===== config.mk =====
export PLATFORM = sky130hd
export DESIGN_NAME = reg_file_mp
export DESIGN_NICKNAME = d
export VERILOG_FILES = /design/src/rtl/reg_file_mp.sv
export SDC_FILE = /design/constraint.sdc
export NUM_CORES = 2
export LEC_CHECK = 0
export CAP_MARGIN = 10
export CORE_ASPECT_RATIO = 1.2
export CORE_UTILIZATION = 30
export CTS_BUF_LIST = sky130_fd_sc_hd__clkbuf_4 sky130_fd_sc_hd__clkbuf_8 sky130_fd_sc_hd__clkbuf_16
export CTS_CLUSTER_SIZE = 8
export DETAILED_ROUTE_END_ITERATION = 12
export PLACE_DENSITY_LB_ADDON = 0.25
export SYNTH_ARGS = -nofsm -noshare
export SYNTH_HDL_FRONTEND = slang
export SYNTH_SLANG_ARGS = --single-unit
export TNS_END_PERCENT = 5

===== constraint.sdc =====
create_clock -name i_clk -period 2.9 [get_ports i_clk]
set_input_delay 0.58 -clock i_clk [delete_from_list [all_inputs] [get_ports i_clk]]
set_output_delay 0.58 -clock i_clk [all_outputs]
set_load 0.03 [all_outputs]

===== src/rtl/reg_file_mp.sv =====
// reg_file_mp: multi-port register file with pending scoreboard and runtime clear sequencer
// Optional write-through read bypass is enabled by defining RF_BYPASS_EN.
module reg_file_mp #(
    parameter int DATA_W   = 32,
    parameter int ADDR_W   = 5,
    parameter int NUM_RD   = 2,
    parameter int ZERO_REG = 1
) (
    input  logic                     i_clk,
    input  logic                     i_rst,
    input  logic [NUM_RD*ADDR_W-1:0] i_rd_addr,
    output logic [NUM_RD*DATA_W-1:0] o_rd_data,
    output logic [NUM_RD-1:0]        o_rd_pend,
    input  logic                     i_wr0_en,
    input  logic [ADDR_W-1:0]        i_wr0_addr,
    input  logic [DATA_W-1:0]        i_wr0_data,
    input  logic                     i_wr1_en,
    input  logic [ADDR_W-1:0]        i_wr1_addr,
    input  logic [DATA_W-1:0]        i_wr1_data,
    input  logic                     i_pend_set,
    input  logic [ADDR_W-1:0]        i_pend_addr,
    input  logic                     i_clr,
    output logic                     o_busy,
    output logic                     o_clr_done
);
    localparam int DEPTH = 2**ADDR_W;
    typedef enum logic {IDLE, CLEAR} state_t;
    state_t            state_q;
    logic [ADDR_W-1:0] idx_q;
    logic              busy_q, done_q;
    logic [DATA_W-1:0] mem_q [DEPTH];
    logic [DATA_W-1:0] mem_d [DEPTH];
    logic [DEPTH-1:0]  pend_q, pend_d;
    logic              wr0_ok, wr1_ok, pset_ok;
    assign wr0_ok  = i_wr0_en && !busy_q && !(ZERO_REG == 1 && i_wr0_addr == '0);
    assign wr1_ok  = i_wr1_en && !busy_q && !(ZERO_REG == 1 && i_wr1_addr == '0);
    assign pset_ok = i_pend_set && !busy_q && !(ZERO_REG == 1 && i_pend_addr == '0);
    assign o_busy     = busy_q;
    assign o_clr_done = done_q;
    // next array and scoreboard state: clear slot, else writes (port 1 last) then pend set overriding
    always_comb begin
        for (int i = 0; i < DEPTH; i++) begin
            mem_d[i]  = mem_q[i];
            pend_d[i] = pend_q[i];
            if (busy_q && idx_q == ADDR_W'(i)) begin
                mem_d[i]  = '0;
                pend_d[i] = 1'b0;
            end
            if (wr0_ok && i_wr0_addr == ADDR_W'(i)) begin
                mem_d[i]  = i_wr0_data;
                pend_d[i] = 1'b0;
            end
            if (wr1_ok && i_wr1_addr == ADDR_W'(i)) begin
                mem_d[i]  = i_wr1_data;
                pend_d[i] = 1'b0;
            end
            if (pset_ok && i_pend_addr == ADDR_W'(i)) pend_d[i] = 1'b1;
        end
    end
    // register array and pending bits
    always_ff @(posedge i_clk or negedge i_rst) begin
        if (!i_rst) begin
            for (int i = 0; i < DEPTH; i++) mem_q[i] <= '0;
            pend_q <= '0;
        end else begin
            mem_q  <= mem_d;
            pend_q <= pend_d;
        end
    end
    // clear sequencer with registered busy and done outputs
    always_ff @(posedge i_clk or negedge i_rst) begin
        if (!i_rst) begin
            state_q <= IDLE;
            idx_q   <= '0;
            busy_q  <= 1'b0;
            done_q  <= 1'b0;
        end else begin
            done_q <= 1'b0;
            if (state_q == IDLE) begin
                if (i_clr) begin
                    state_q <= CLEAR;
                    idx_q   <= '0;
                    busy_q  <= 1'b1;
                end
            end else begin
                idx_q <= idx_q + ADDR_W'(1);
                if (idx_q == ADDR_W'(DEPTH - 1)) begin
                    state_q <= IDLE;
                    busy_q  <= 1'b0;
                    done_q  <= 1'b1;
                end
            end
        end
    end
    for (genvar k = 0; k < NUM_RD; k++) begin : g_rd
        logic [ADDR_W-1:0] a;
        logic              z;
        assign a = i_rd_addr[k*ADDR_W +: ADDR_W];
        assign z = ZERO_REG == 1 && a == '0;
`ifdef RF_BYPASS_EN
        logic b0, b1;
        assign b0 = wr0_ok && i_wr0_addr == a;
        assign b1 = wr1_ok && i_wr1_addr == a;
        assign o_rd_data[k*DATA_W +: DATA_W] = z ? '0 : b1 ? i_wr1_data : b0 ? i_wr0_data : mem_q[a];
        assign o_rd_pend[k] = z ? 1'b0 : (b0 || b1) ? (pset_ok && i_pend_addr == a) : pend_q[a];
`else
        assign o_rd_data[k*DATA_W +: DATA_W] = z ? '0 : mem_q[a];
        assign o_rd_pend[k] = !z && pend_q[a];
`endif
    end
endmodule

==> flow_summary.json <==
{
  "syn_to_final_growth_pct": 27.1,
  "antenna_left": 0,
  "grt_pass1_vias": 57600,
  "max_slew_margin_pct": 19.5,
  "drive_gt1_share_pct": 32.4,
  "synth_top_area_share_pct": 40.5,
  "cts_buffers": 151,
  "drcViolationCount": 0,
  "fp.coreArea_mm2": 0.217,
  "setup_viol": 66,
  "violations": "negative setup slack",
  "io_pins": 163,
  "critPathMaxFanout": 14,
  "grtUsageTotal_pct": 27.5,
  "drt-wirelength-per-cell_um": 34.7,
  "insertion_delay_ns": 0.79,
  "cts_tree": "done",
  "io_buffers": 162,
  "dieWidth_um": 430,
  "drt_iter0_drc": 6509,
  "syn_nets": 5807,
  "dr.pass1.iters": 6,
  "synthFlopType": "dfrtp_1",
  "avgSynthCellArea_um2": 11.5,
  "design.die.area_mm2": 0.221,
  "synth_xor_area_share_pct": 0.0133,
  "worstPathRequired_ns": 2.32,
  "hold-worst-slack_ns": 0.313,
  "synth_area_mm2": 0.0658,
  "power_mw": 69.1,
  "synth_top_family_by_area": "multiplexers",
  "skew_ns": 0.0190,
  "cp.arrival_ns": 2.73,
  "fill_cells": 20500,
  "placed_cell_area_mm2": 0.0777,
  "antenna_found_initial": 14,
  "synth.most_common_cell": "dfrtp_1",
  "maxCapViolCount": 0,
  "cts.reportedPaths.clkPinSlew_ns": 0.05,
  "worst_pin_slew_ns": 1.21,
  "place_ws_ns": -1.12,
  "nNetsFinal": 6186,
  "max-vdd-ir-drop_v": 0.000476,
  "post-route-min-period_ns": 3.31,
  "hold_viol_final": 0,
  "hp-class": "primary input to asynchronous set/reset pin",
  "outcome": "finished, violations left",
  "fp-row-count": 187,
  "grt_pass1_wl_um": 442000,
  "routed_wirelength_um": 310000,
  "rsz0062_at_grt": "yes",
  "synth_compound_gate_area_share_pct": 20.4,
  "worst-setup-path-type": "primary input to output port",
  "root_buffer": "clkbuf_16",
  "endpoint_kind": "output port",
  "cts_sinks": 1064,
  "p_leak_nw": 36.0,
  "gp_congestion": 0.967,
  "finalWorstSetupSlack_ns": -0.408,
  "netlist.top_cell.by_area": "dfrtp_1",
  "synth-simple-area-share_pct": 11.1,
  "die_h_um": 515,
  "synth_common_cells": "dfrtp_1, and2_1, clkbuf_1",
  "synth_edf_count": 0,
  "cp-start-kind": "primary input",
  "grt_max_degree": 79,
  "ys_ff_latch": 1064,
  "min_period_over_period_pct": 114,
  "synth_mux_area_share_pct": 22.9,
  "seq_area_frac_synth_pct": 40.5,
  "p_per_area_mw_per_mm2": 827,
  "syn_inst": 5706,
  "synth_cell_types": 57,
  "final_area_mm2": 0.0836,
  "synthAdderAreaFrac_pct": 0.114,
  "htreeDepth": 4,
  "num_vias": 57100,
  "fmax_mhz": 302,
  "yosysWarnings": 0,
  "vias_per_cell": 6.39,
  "slew_violations": 0,
  "cts.path.max_buffers": 3,
  "synthTopCellsByArea": "dfrtp_1, mux4_2, a221o_1, and2_1, mux2i_1",
  "start_util_pct": 30.3,
  "async_reset_ff_share_pct": 100,
  "grt_overflow": 0,
  "post-dp-hpwl_um": 211000
}
cell type report:
| type | count | area [um2] | share of cell area, % |
|---|---|---|---|
| sequential | 1064 | 26600 | 31.9 |
| timing repair buffer | 1006 | 11600 | 13.8 |
| inverter | 7 | 31.3 | 0.0374 |
| tap | 2835 | 3550 | 4.24 |
| clock inverter | 10 | 110 | 0.132 |
| multi-input combinational | 3855 | 37800 | 45.2 |
| clock buffer | 158 | 3900 | 4.67 |
| antenna | 3 | 7.51 | 0.00898 |
placed cells by master, fill, tap and decap left out, types with 10 or more instances in the layout:
cell type	instances
nand2b_1	11
mux2i_1	317
a22oi_2	29
o21ai_0	54
nor2b_1	78
nor3b_4	16
dfrtp_1	1063
nor2_4	17
clkdlybuf4s50_1	84
a21oi_1	199
mux2_4	16
buf_4	607
a221oi_2	10
clkbuf_16	155
nor2_1	225
a221oi_1	38
o2111ai_1	10
a32oi_4	15
a2bb2oi_1	186
nor3_4	15
mux2_2	114
a22oi_1	264
nand2_1	81
a22o_1	68
a311oi_2	28
a221o_1	512
and2_1	553
buf_16	11
a211oi_1	19
buf_12	267
nand3_1	208
a311oi_4	11
a32o_1	14
a311oi_1	27
buf_6	21
o21ai_2	43
mux4_2	462
o2bb2ai_1	12
a211oi_2	42
o21ai_1	49
critical path, stage by stage:
cell	delay, ns
buf_16	0.13
buf_12	0.15
buf_4	0.13
nor2b_4	0.05
buf_4	0.22
a221oi_2	0.36
o21ai_2	0.17
a311oi_4	0.56
buf_4	0.22
buf_12	0.11
state kept, by name (all words and copies together) (netlist names):
signal / count
mem_q: 1024
pend_q: 32
idx_q: 5
o_busy: 1
o_clr_done: 1
state_q: 1
per-stage QoR:
| step | cells | TNS, ns | util [%] |
|---|---|---|---|
| 2_1_floorplan | 5706 | -15.43 | - |
| 3_3_place_gp | 8726 | -45.16 | 35.8 |
| 3_5_place_dp | 8728 | -43.08 | 35.8 |
| 4_1_cts | 8920 | -17.50 | 38.3 |
| 5_1_grt | 8937 | -19.02 | 38.5 |
| 6_report | 8938 | -17.27 | 38.5 |
worst paths after layout:
kind	endpoint	cells after the start	slack, ns	from
min reg2reg	mem_q[1018]	1	0.51	mem_q[1018]
max reg2reg	mem_q[455]	7	0.41	idx_q[1]
max	o_rd_data[45]	10	-0.41	i_rd_addr[5]
min in group i_clk	idx_q[3]	2	0.51	i_clr
max in group asynchronous	o_busy	4	1.51	i_rst
min	mem_q[527]	2	0.31	i_rst
what timing repair did:
item	4_1_cts	5_1_grt
cloned	5	0
gates resized for setup	289	90
hold endpoints to repair	40	0
endpoints found under the setup margin	67	66
hold buffers	1	0
pin swaps	52	14
setup buffers	19	16
layer usage:
layer	share of wire (%)	GRT usage, %	vias up
li1	-	-	23200
met1	38	34.0	29800
met2	48	44.6	3335
met3	8.3	5.28	822
met4	6.2	16.3	10
met5	0.027	0	-
report_power, final:
| group | switching (mW) | total, mW | internal (mW) |
|---|---|---|---|
| Combinational | 11.0 | 25.6 | 14.6 |
| Sequential | 5.77 | 27.1 | 21.3 |
| Clock | 7.01 | 16.4 | 9.42 |
cell families after synthesis:
group	after synthesis
fa+ha+maj	6
buf+inv	787
xor+xnor	1
flops	1064
mux	910
simple gates	1283
compound gates	1655
(Power assumes the default switching activity.)
